`src/rtl/mem_access_ctrl.sv`:
```
// Command-driven initiator for the 16x8 dual-read data memory.
// Sequences write, read pair, copy and block fill; one command at a time.
module mem_access_ctrl #(
    parameter int unsigned ADDR_W = 4,
    parameter int unsigned DATA_W = 8
) (
    input  logic              clk,
    input  logic              reset,
    input  logic              cmdValid,
    output logic              cmdReady,
    input  logic [1:0]        cmdOp,
    input  logic [ADDR_W-1:0] cmdAddrA,
    input  logic [ADDR_W-1:0] cmdAddrB,
    input  logic [DATA_W-1:0] cmdData,
    input  logic [ADDR_W-1:0] cmdCount,
    output logic              rspValid,
    output logic [DATA_W-1:0] rspData1,
    output logic [DATA_W-1:0] rspData2,
    output logic              busy,
    output logic              memWriteEnable,
    output logic [ADDR_W-1:0] memWriteAddress,
    output logic [DATA_W-1:0] memWriteData,
    output logic [ADDR_W-1:0] memReadAddress1,
    output logic [ADDR_W-1:0] memReadAddress2,
    input  logic [DATA_W-1:0] memReadData1,
    input  logic [DATA_W-1:0] memReadData2
);

    localparam logic [1:0] OP_WRITE = 2'b00;
    localparam logic [1:0] OP_READ  = 2'b01;
    localparam logic [1:0] OP_COPY  = 2'b10;

    typedef enum logic [2:0] {
        IDLE,
        WR,
        RD,
        CPW,
        FILL,
        RESP
    } stateT;

    stateT             state;
    logic [1:0]        opReg;
    logic [ADDR_W-1:0] addrB;
    logic [ADDR_W-1:0] count;
    logic [ADDR_W-1:0] idx;

    // Memory drive is loaded on the transition into each state, so every mem* pin is a flop.
    always_ff @(posedge clk or negedge reset) begin
        if (!reset) begin
            state           <= IDLE;
            opReg           <= '0;
            addrB           <= '0;
            count           <= '0;
            idx             <= '0;
            cmdReady        <= 1'b0;
            rspValid        <= 1'b0;
            rspData1        <= '0;
            rspData2        <= '0;
            busy            <= 1'b0;
            memWriteEnable  <= 1'b0;
            memWriteAddress <= '0;
            memWriteData    <= '0;
            memReadAddress1 <= '0;
            memReadAddress2 <= '0;
        end else begin
            rspValid <= 1'b0;
            case (state)
                IDLE: begin
                    cmdReady <= 1'b1;
                    if (cmdValid && cmdReady) begin
                        cmdReady <= 1'b0;
                        busy     <= 1'b1;
                        opReg    <= cmdOp;
                        addrB    <= cmdAddrB;
                        count    <= cmdCount;
                        idx      <= '0;
                        case (cmdOp)
                            OP_WRITE: begin
                                state           <= WR;
                                memWriteEnable  <= 1'b1;
                                memWriteAddress <= cmdAddrA;
                                memWriteData    <= cmdData;
                            end
                            OP_READ: begin
                                state           <= RD;
                                memReadAddress1 <= cmdAddrA;
                                memReadAddress2 <= cmdAddrB;
                            end
                            OP_COPY: begin
                                state           <= RD;
                                memReadAddress1 <= cmdAddrA;
                            end
                            default: begin
                                state           <= FILL;
                                memWriteEnable  <= 1'b1;
                                memWriteAddress <= cmdAddrA;
                                memWriteData    <= cmdData;
                            end
                        endcase
                    end
                end
                WR, CPW: begin
                    memWriteEnable <= 1'b0;
                    rspData1       <= memWriteData;
                    rspData2       <= '0;
                    rspValid       <= 1'b1;
                    state          <= RESP;
                end
                RD: begin
                    memReadAddress1 <= '0;
                    memReadAddress2 <= '0;
                    if (opReg == OP_READ) begin
                        rspData1 <= memReadData1;
                        rspData2 <= memReadData2;
                        rspValid <= 1'b1;
                        state    <= RESP;
                    end else begin
                        // Copy: the write-data flop doubles as the temp holding the source value.
                        memWriteEnable  <= 1'b1;
                        memWriteAddress <= addrB;
                        memWriteData    <= memReadData1;
                        state           <= CPW;
                    end
                end
                FILL: begin
                    if (idx == count) begin
                        memWriteEnable <= 1'b0;
                        rspData1       <= memWriteData;
                        rspData2       <= DATA_W'(count);
                        rspValid       <= 1'b1;
                        state          <= RESP;
                    end else begin
                        idx             <= idx + ADDR_W'(1);
                        memWriteAddress <= memWriteAddress + ADDR_W'(1);
                        memWriteData    <= memWriteData + DATA_W'(1);
                    end
                end
                RESP: begin
                    busy     <= 1'b0;
                    cmdReady <= 1'b1;
                    state    <= IDLE;
                end
                default: begin
                    busy     <= 1'b0;
                    state    <= IDLE;
                end
            endcase
        end
    end

endmodule

```
`config.mk`:
```
export PLATFORM = sky130hd
export DESIGN_NAME = mem_access_ctrl
export DESIGN_NICKNAME = d
export VERILOG_FILES = /design/src/rtl/mem_access_ctrl.sv
export SDC_FILE = /design/constraint.sdc
export NUM_CORES = 1
export LEC_CHECK = 0
export CORE_ASPECT_RATIO = 0.7
export CORE_MARGIN = 2
export CORE_UTILIZATION = 40
export DETAILED_ROUTE_END_ITERATION = 10
export PLACE_DENSITY = 0.77
export SYNTH_ARGS = -nofsm -noshare
export SYNTH_HDL_FRONTEND = slang
export SYNTH_SLANG_ARGS = --single-unit
```
`constraint.sdc`:
```
create_clock -name clk -period 2.2 [get_ports clk]
set_input_delay 0.44 -clock clk [delete_from_list [all_inputs] [get_ports clk]]
set_output_delay 0.44 -clock clk [all_outputs]
set_load 0.01 [all_outputs]
```
After elaboration in Yosys (flattened, before gate mapping):

Index checks and enable logic that the tools add are counted.

* output and inout bits: 40
* word-level logic and storage cells: 99
* flip-flop bits (word level): 57
* bits of input ports: 41

* equal/unequal tests: 17
* reductions and logical operators: 21
* add/subtract/negate cells: 3
* multiplexer cells: 42
* bitwise gates (word level): 1

Operator list (number)
* $pmux W8 S3: 3
* $mux W8: 8
* $mux W4: 10
* $pmux W4 S2: 3
* $ne A2 B2 Y1 const B: 7
* $pmux W3 S4: 1
* $pmux W4 S3: 1
* $reduce_and A3 Y1: 4
* $reduce_and A5 Y1: 2
* $mux W3: 3
* $add A4 B1 Y4 const B: 2
* $add A8 B1 Y8 const B: 1
* $mux W1: 8
* $eq A3 B2 Y1 const B: 2
* $eq A3 B3 Y1 const B: 2
* $pmux W3 S2: 1
* $reduce_and A2 Y1: 3
* $reduce_bool A2 Y1: 3
* $reduce_bool A3 Y1: 2
* $eq A2 B1 Y1 const B: 2
* $eq A4 B4 Y1: 1
* $pmux W1 S2: 2
* $pmux W1 S4: 1
* $reduce_bool A4 Y1: 1
* 10 further kinds: 11

Logic depth before layout (Yosys ltp):

Gate-level depths: netlist of the first run.

* depth in word-level cells: 5
* mapped depth: 8
* gate-level depth less buffers: 6

Worst setup path after synthesis of the first run:

No wires, ideal clock.

* kind: in2reg
* start: in cmdOp[0]
* end: reg memWriteData[3]
* arrival: 1.713 ns
* path slack: 0.366 ns
* cell stages on the path: 7
* library setup time: 0.121 ns
* buffers on the path: 1
* data required time: 2.079 ns
* path through: inv_1 > ha_1 > clkbuf_1 > o31ai_2 > and2_1 > a21oi_1 > o22a_1

* word-level cells in the longest chain between the ends: 4

Ends and longest elaborated chain
* start: declaration: RTL line 11 `input logic [1:0] cmdOp,`
* $eq A2 B2 Y1 / $eq A2 B1 Y1 (equally long branches): RTL line 78 `case (cmdOp)`
* $reduce_or A2 Y1 (no line) (*)
* $ne A2 B2 Y1 (no line) (*)
* $reduce_and A5 Y1 (no line) (*)
* end signal: assignment: RTL line 83 `memWriteData <= cmdData;`
* end signal: assignment: RTL line 98 `memWriteData <= cmdData;`
* end signal: assignment: RTL line 122 `memWriteData <= memReadData1;`
* end: declaration: RTL line 22 `output logic [DATA_W-1:0] memWriteData,`

Mark *: on every way between the ends. The rest lies on a longest branch, timed or not.
A chain may end at the register's enable or synchronous reset.

Worst setup path after layout of the first run:

* start: in cmdOp[1]
* end: reg memWriteAddress[2]

* word-level cells in the longest chain between the ends: 4

Ends and longest elaborated chain
* $eq A2 B2 Y1 / $eq A2 B1 Y1 (equally long branches): RTL line 78
* $reduce_or A2 Y1 (no line) (*)
* $ne A2 B2 Y1 (no line) (*)
* $reduce_and A5 Y1 (no line) (*)
* end signal: assignment: RTL line 82 `memWriteAddress <= cmdAddrA;`
* end signal: assignment: RTL line 97 `memWriteAddress <= cmdAddrA;`
* end signal: assignment: RTL line 121 `memWriteAddress <= addrB;`
* end: declaration: RTL line 21 `output logic [ADDR_W-1:0] memWriteAddress,`

Marks and branches as above.

==> impl_metrics.py, run 1 <==
metrics = {
    "run_status": {
        "status": "completed",
    },
    "route": {
        "routed_wl_mm": 8.28,
        "first_pass_iters": 5,
        "post_drt_wl_per_cell_um": 16.8,
        "initialDrtViolationCount": 223,
        "route.detailed.drc": 0,
        "drtAntennaViolNets": 0,
        "via_per_inst": 5.57,
        "vias": 2746,
    },
    "pwr": {
        "p_sw_mw": 2.62,
        "seqPwrFrac": 0.312,
        "peakVddDrop_mv": 0.559,
        "p_clk_frac": 0.154,
        "p_sw_frac": 0.412,
        "p_leak_nw": 1.85,
        "power_frac_comb": 0.534,
        "intPower_mw": 3.73,
        "power.density_nw_per_um2": 1500,
        "totalPowerFinal_mw": 6.35,
    },
    "final_layout": {
        "multiInputGateArea_um2": 1500,
        "antennaDiodeCount": 0,
        "nFillCells": 638,
        "drive_above_1_share": 0.177,
        "post-route-util": 0.572,
        "stdcell_area_um2": 4230,
        "layout.nets": 437,
        "final_cells": 493,
        "areaGrowthSynthToFinish_pct": 36.8,
        "seq_area_um2": 1430,
    },
    "critical_path": {
        "cp_slowest_cell": "clkdlybuf4s50_1",
        "critPathMaxFanout": 18,
        "cp-startpoint": "cmdOp[1]",
        "r2r_cells": 5,
        "critPathRequiredTime_ns": 2.40,
        "startpoint_type": "input port",
        "crit_end": "memWriteAddress[2]",
        "cp_cell_sequence": "clkdlybuf4s50_1 -> inv_1 -> ha_1 -> o31ai_2 -> o211ai_4 -> o21ai_0 -> o21ai_0",
        "r2r_slack_ns": 0.32,
        "path_depth": 7,
        "r2r_start": "idx[0]",
        "slowest_delay_ns": 0.48,
        "crit_buf_inv": 2,
        "endpoint_kind": "flop",
        "crit_type": "in -> reg",
        "crit_family": "compound AO/OA/AOI/OAI gates",
        "critPathArrivalTime_ns": 2.29,
        "crit_top_cell": "o21ai_0",
        "r2r_end": "memWriteAddress[2]",
    },
    "sta": {
        "fin_skew_ns": 0.0104,
        "max_slew_margin": 0.588,
        "worst_slack_ns": 0.110,
        "rsz0062_at_grt": "no",
        "fmax_mhz": 478,
        "finalSetupTns_ns": 0,
        "hold_viol_final": 0,
        "drv_slew": 0,
        "post-route-min-period_ns": 2.09,
        "worst_pin_slew_ns": 0.618,
        "finalCritPeriodShare": 0.950,
        "whs_ns": 0.115,
        "setup-violations-final": 0,
    },
    "global_routing": {
        "grt_max_degree": 34,
        "grt_use_total": 0.213,
        "grt_pass1_wl_mm": 13.8,
        "grt_pass1_vias": 2767,
        "antenna_found_initial": 0,
        "grt_remaining_overflow": 0,
    },
    "die": {
        "die_y_um": 77.5,
        "die_w_um": 109,
        "core_um2": 7380,
        "die_area_um2": 8450,
        "ioPinCount": 81,
        "row_count": 26,
        "initial_utilization": 0.418,
    },
    "synthesis": {
        "avgSynthCellArea_um2": 10.3,
        "ys.flop_type": "dfrtp_1",
        "syn_nets": 348,
        "synthArstFlopShare": 1.00,
        "syn_area_um2": 3090,
        "yosys-top-cells-area": "dfrtp_1, nand2_1, mux2_2",
        "ys_types": 50,
        "seq_area_frac_synth": 0.462,
        "ys_top_cells_by_count": "dfrtp_1, nand2_1, a21oi_1, nand3_1, o21ai_0",
        "yosysWarnings": 0,
        "postSynthCellCount": 301,
        "yosysMostFrequentCell": "dfrtp_1",
        "synth.largest_area_cell": "dfrtp_1",
        "synth.top_cell.area_share": 0.462,
        "synth-seq-cells": 57,
        "synth_edf_count": 0,
    },
    "job": {
        "maxCapViolations": 0,
    },
    "cts": {
        "cts_hold_buf": 0,
        "clk_latency_ns": 0.34,
        "cts_buffers": 9,
        "clkSlewWorstSetupHoldPaths_ns": 0.07,
        "ctsLongestPathBuffers": 2,
        "clock-root-buffer": "clkbuf_8",
        "htreeDepth": 3,
        "tritoncts": "yes",
        "post_cts_buffers": 0,
        "post_cts_resized": 0,
        "clkSinkCount": 57,
    },
    "place": {
        "place_inst": 477,
        "place_congestion": 0.870,
        "preCtsSetupSlack_ns": -0.255,
        "dp_hpwl_mm": 6.03,
        "io_buffers": 80,
        "placed_cell_area_um2": 4030,
    },
    "min_path": {
        "hp-class": "in -> async",
    },
}
## power by group through the flow
stage | clock network, mW | logic [mW] | registers (mW)
finish | 0.981 | 3.39 | 1.98
global placement | 0 | 3.26 | 1.98
detailed placement | 0 | 3.36 | 1.99
CTS | 1.01 | 3.39 | 1.99
floorplan | 0 | 2.06 | 2.05
global route | 1.05 | 3.71 | 2.06
## layer usage
layer  vias to the layer above  GRT usage  wire, um  share of wire
li1                       1282          -         -              -
met1                      1315      0.282      3770           0.46
met2                       140      0.331      3760           0.45
met3                         9     0.0765       670          0.081
met4                         0     0.0564        82         0.0099
met5                         -          0         0              0
## cells by family (layout without fill, tap and decap cells)
logic type      count (synthesis)  after routing  share of synthesized area
flops                          57             57                      0.462
compound gates                 94             94                      0.224
simple gates                   94             94                      0.155
buf+inv                        25            119                     0.0519
fa+ha+maj                       6              6                     0.0243
xor+xnor                        5              5                     0.0142
mux                            20             20                     0.0689
## flip-flops by register name, summed over array words and instances (netlist names)
name             flops
memWriteEnable       1
rspData2             8
opReg                2
addrB                4
memReadAddress2      4
count                4
cmdReady             1
memWriteAddress      4
rspValid             1
rspData1             8
idx                  4
state                3
memWriteData         8
memReadAddress1      4
busy                 1
## placed cells by master (no fill, tap or decap), types with 7 or more instances in the layout
master           count
o21ai_2              9
clkdlybuf4s50_1     79
mux2_2               9
nor2_1              12
nand2_2             11
a21oi_1             18
nand2_1             32
clkbuf_8             9
mux2i_1             10
dfrtp_1             57
inv_1                7
nand3_1             16
o21ai_0             16
buf_4               13
a22o_1               7
## how the worst min path moves through the flow
stage | slack [ns] | cells after the start | end | start
floorplan | 0.14 | 0 | addrB[0] | reset
global placement | 0.47 | 2 | rspData2[0] | rspData2[0]
detailed placement | 0.47 | 2 | rspData1[5] | rspData1[5]
CTS | 0.11 | 1 | rspData1[2] | reset
global route | 0.15 | 1 | rspData1[2] | reset
finish | 0.11 | 1 | rspData1[2] | reset
## layout make-up
type / count / share of cell area
repair buffers: 96 / 0.226
clock inverters: 6 / 0.0160
inverters: 7 / 0.00622
clock buffers: 10 / 0.0302
flip-flops and latches: 57 / 0.338
well taps: 98 / 0.0290
multi-input cells: 219 / 0.355
Note: power is estimated with default switching activity, not from simulation.
==> inputs of run 2 (changes only) <==
CORE_MARGIN = 8   (was 2)
==> run 2 against run 1 <==
Against the previous run: combinational power increased by 1%; clock power decreased by 14%; via count decreased by 1.1%; global-route usage decreased by 4.4 points; sequential share of layout area increased by 0.090 points; total power decreased by 0.93%; first-iteration DRC count decreased by 35%; core utilization decreased by 0.15 points; sequential power about the same; die area increased by 28%; maximum frequency increased by 2.6%; register-to-register slack got worse by 0.02 ns; largest cell class unchanged.
==> impl_metrics.py, run 2 (synthesis gave the netlist of run 1 again) <==
metrics = {
    "cts": {
        "post_cts_resized": 0,
        "cts_hold_buf": 0,
        "tritoncts": "yes",
        "clk_latency_ns": 0.34,
        "clkSinkCount": 57,
        "clock-root-buffer": "clkbuf_8",
        "ctsLongestPathBuffers": 2,
        "cts_buffers": 9,
        "htreeDepth": 3,
        "clkSlewWorstSetupHoldPaths_ns": 0.07,
    },
    "sta": {
        "setup-violations-final": 0,
        "fin_skew_ns": 0.0123,
        "worst_pin_slew_ns": 0.558,
        "max_slew_margin": 0.628,
        "post-route-min-period_ns": 2.04,
        "fmax_mhz": 491,
        "rsz0062_at_grt": "no",
        "hold_viol_final": 0,
        "drv_slew": 0,
        "finalCritPeriodShare": 0.926,
        "whs_ns": 0.0778,
    },
    "place": {
        "place_congestion": 0.837,
        "place_inst": 476,
        "dp_hpwl_mm": 6.54,
        "placed_cell_area_um2": 4020,
        "io_buffers": 80,
    },
    "die": {
        "die_w_um": 121,
        "row_count": 26,
        "die_y_um": 89.5,
        "core_um2": 7380,
        "ioPinCount": 81,
        "initial_utilization": 0.418,
        "die_area_um2": 10800,
    },
    "route": {
        "route.detailed.drc": 0,
        "drtAntennaViolNets": 0,
        "post_drt_wl_per_cell_um": 17.9,
        "via_per_inst": 5.49,
        "vias": 2716,
        "initialDrtViolationCount": 144,
        "routed_wl_mm": 8.84,
        "first_pass_iters": 5,
    },
    "final_layout": {
        "layout.nets": 440,
        "post-route-util": 0.571,
        "final_cells": 495,
        "mostFrequentLayoutCell": "clkdlybuf4s50_1",
        "stdcell_area_um2": 4210,
        "largest_registers": "memWriteData x8, rspData1 x8, rspData2 x8",
        "antennaDiodeCount": 0,
        "final_cell_mix": "clkdlybuf4s50_1, dfrtp_1, nand2_1, a21oi_1",
        "areaGrowthSynthToFinish_pct": 36.5,
        "drive_above_1_share": 0.181,
        "nFillCells": 668,
    },
    "critical_path": {
        "endpoint_kind": "flop",
        "crit_type": "in -> reg",
        "startpoint_type": "input port",
        "critPathMaxFanout": 13,
        "critPathArrivalTime_ns": 2.25,
        "r2r_cells": 4,
        "critPathRequiredTime_ns": 2.42,
    },
    "global_routing": {
        "grt_pass1_wl_mm": 14.2,
        "grt_remaining_overflow": 0,
        "grt_use_total": 0.169,
        "grt_max_degree": 38,
        "antenna_found_initial": 0,
        "grt_pass1_vias": 2690,
    },
    "min_path": {
        "hp-class": "in -> async",
    },
    "pwr": {
        "totalPowerFinal_mw": 6.29,
        "peakVddDrop_mv": 0.614,
        "power.density_nw_per_um2": 1490,
        "p_leak_nw": 1.85,
    },
    "job": {
        "maxCapViolations": 0,
    },
    "run_status": {
        "status": "completed",
    },
}
==> run 2: final timing paths <==
check / start / endpoint / slack (ns)
setup / recovery: cmdOp[1] / memWriteData[0] / 0.16
min in group clk: rspData2[3] / rspData2[3] / 0.48
setup reg to reg: state[0] / count[0] / 0.30
hold / removal: reset / count[3] / 0.08
max in group asynchronous: reset / memWriteData[0] / 1.52
hold reg to reg: rspData2[3] / rspData2[3] / 0.48
==> run 2: what timing repair did <==
| item | CTS | global route |
|---|---|---|
| hold endpoints to repair | 0 | 0 |
| buffers inserted | 0 | 4 |
| setup endpoints to repair | 0 | 2 |
==> run 2: final cells by class <==
cell class                      instances  area (um2)  area share
Multi-Input combinational cell        219        1500       0.356
Sequential cell                        57        1430       0.338
Timing Repair Buffer                   99         976       0.232
Clock buffer                           11         141      0.0336
Tap cell                               98         123      0.0291
Inverter                                7        26.3     0.00624
Clock inverter                          4        20.0     0.00475
==> run 2: worst max-delay path, stage by stage <==
cell and delay [ns]:
clkdlybuf4s50_1 0.48, inv_1 0.06, ha_1 0.30, o31ai_2 0.35, o211ai_4 0.22, buf_4 0.20, a21oi_1 0.11, o22ai_1 0.10
==> run 2: report_power, final <==
group          internal (mW)  switching (mW)  total [mW]
sequential              1.53           0.472        2.00
clock                  0.425           0.420       0.845
combinational           1.73            1.72        3.44
total                   3.68            2.61        6.29
==> run 2: per-layer routing <==
| layer | track usage | up-vias | share of wire |
|---|---|---|---|
| li1 | - | 1293 | - |
| met5 | 0 | - | 0 |
| met2 | 0.264 | 107 | 0.45 |
| met3 | 0.0688 | 13 | 0.092 |
| met4 | 0.0497 | 0 | 0.012 |
| met1 | 0.213 | 1303 | 0.45 |
==> run 2: metrics by stage <==
stage | worst slack, ns | setup TNS (ns)
floorplan | 0.366 | 0
global placement | -0.100 | -0.633
finish | 0.163 | 0
CTS | 0.200 | 0
detailed placement | -0.163 | -1.07
global route | 0.0454 | 0
==> inputs of run 3 (changes only) <==
GPL_ROUTABILITY_DRIVEN = 0   (was not set)
==> results of run 3 <==
No change in the layout: final DEF, timing and power equal those of run 2.
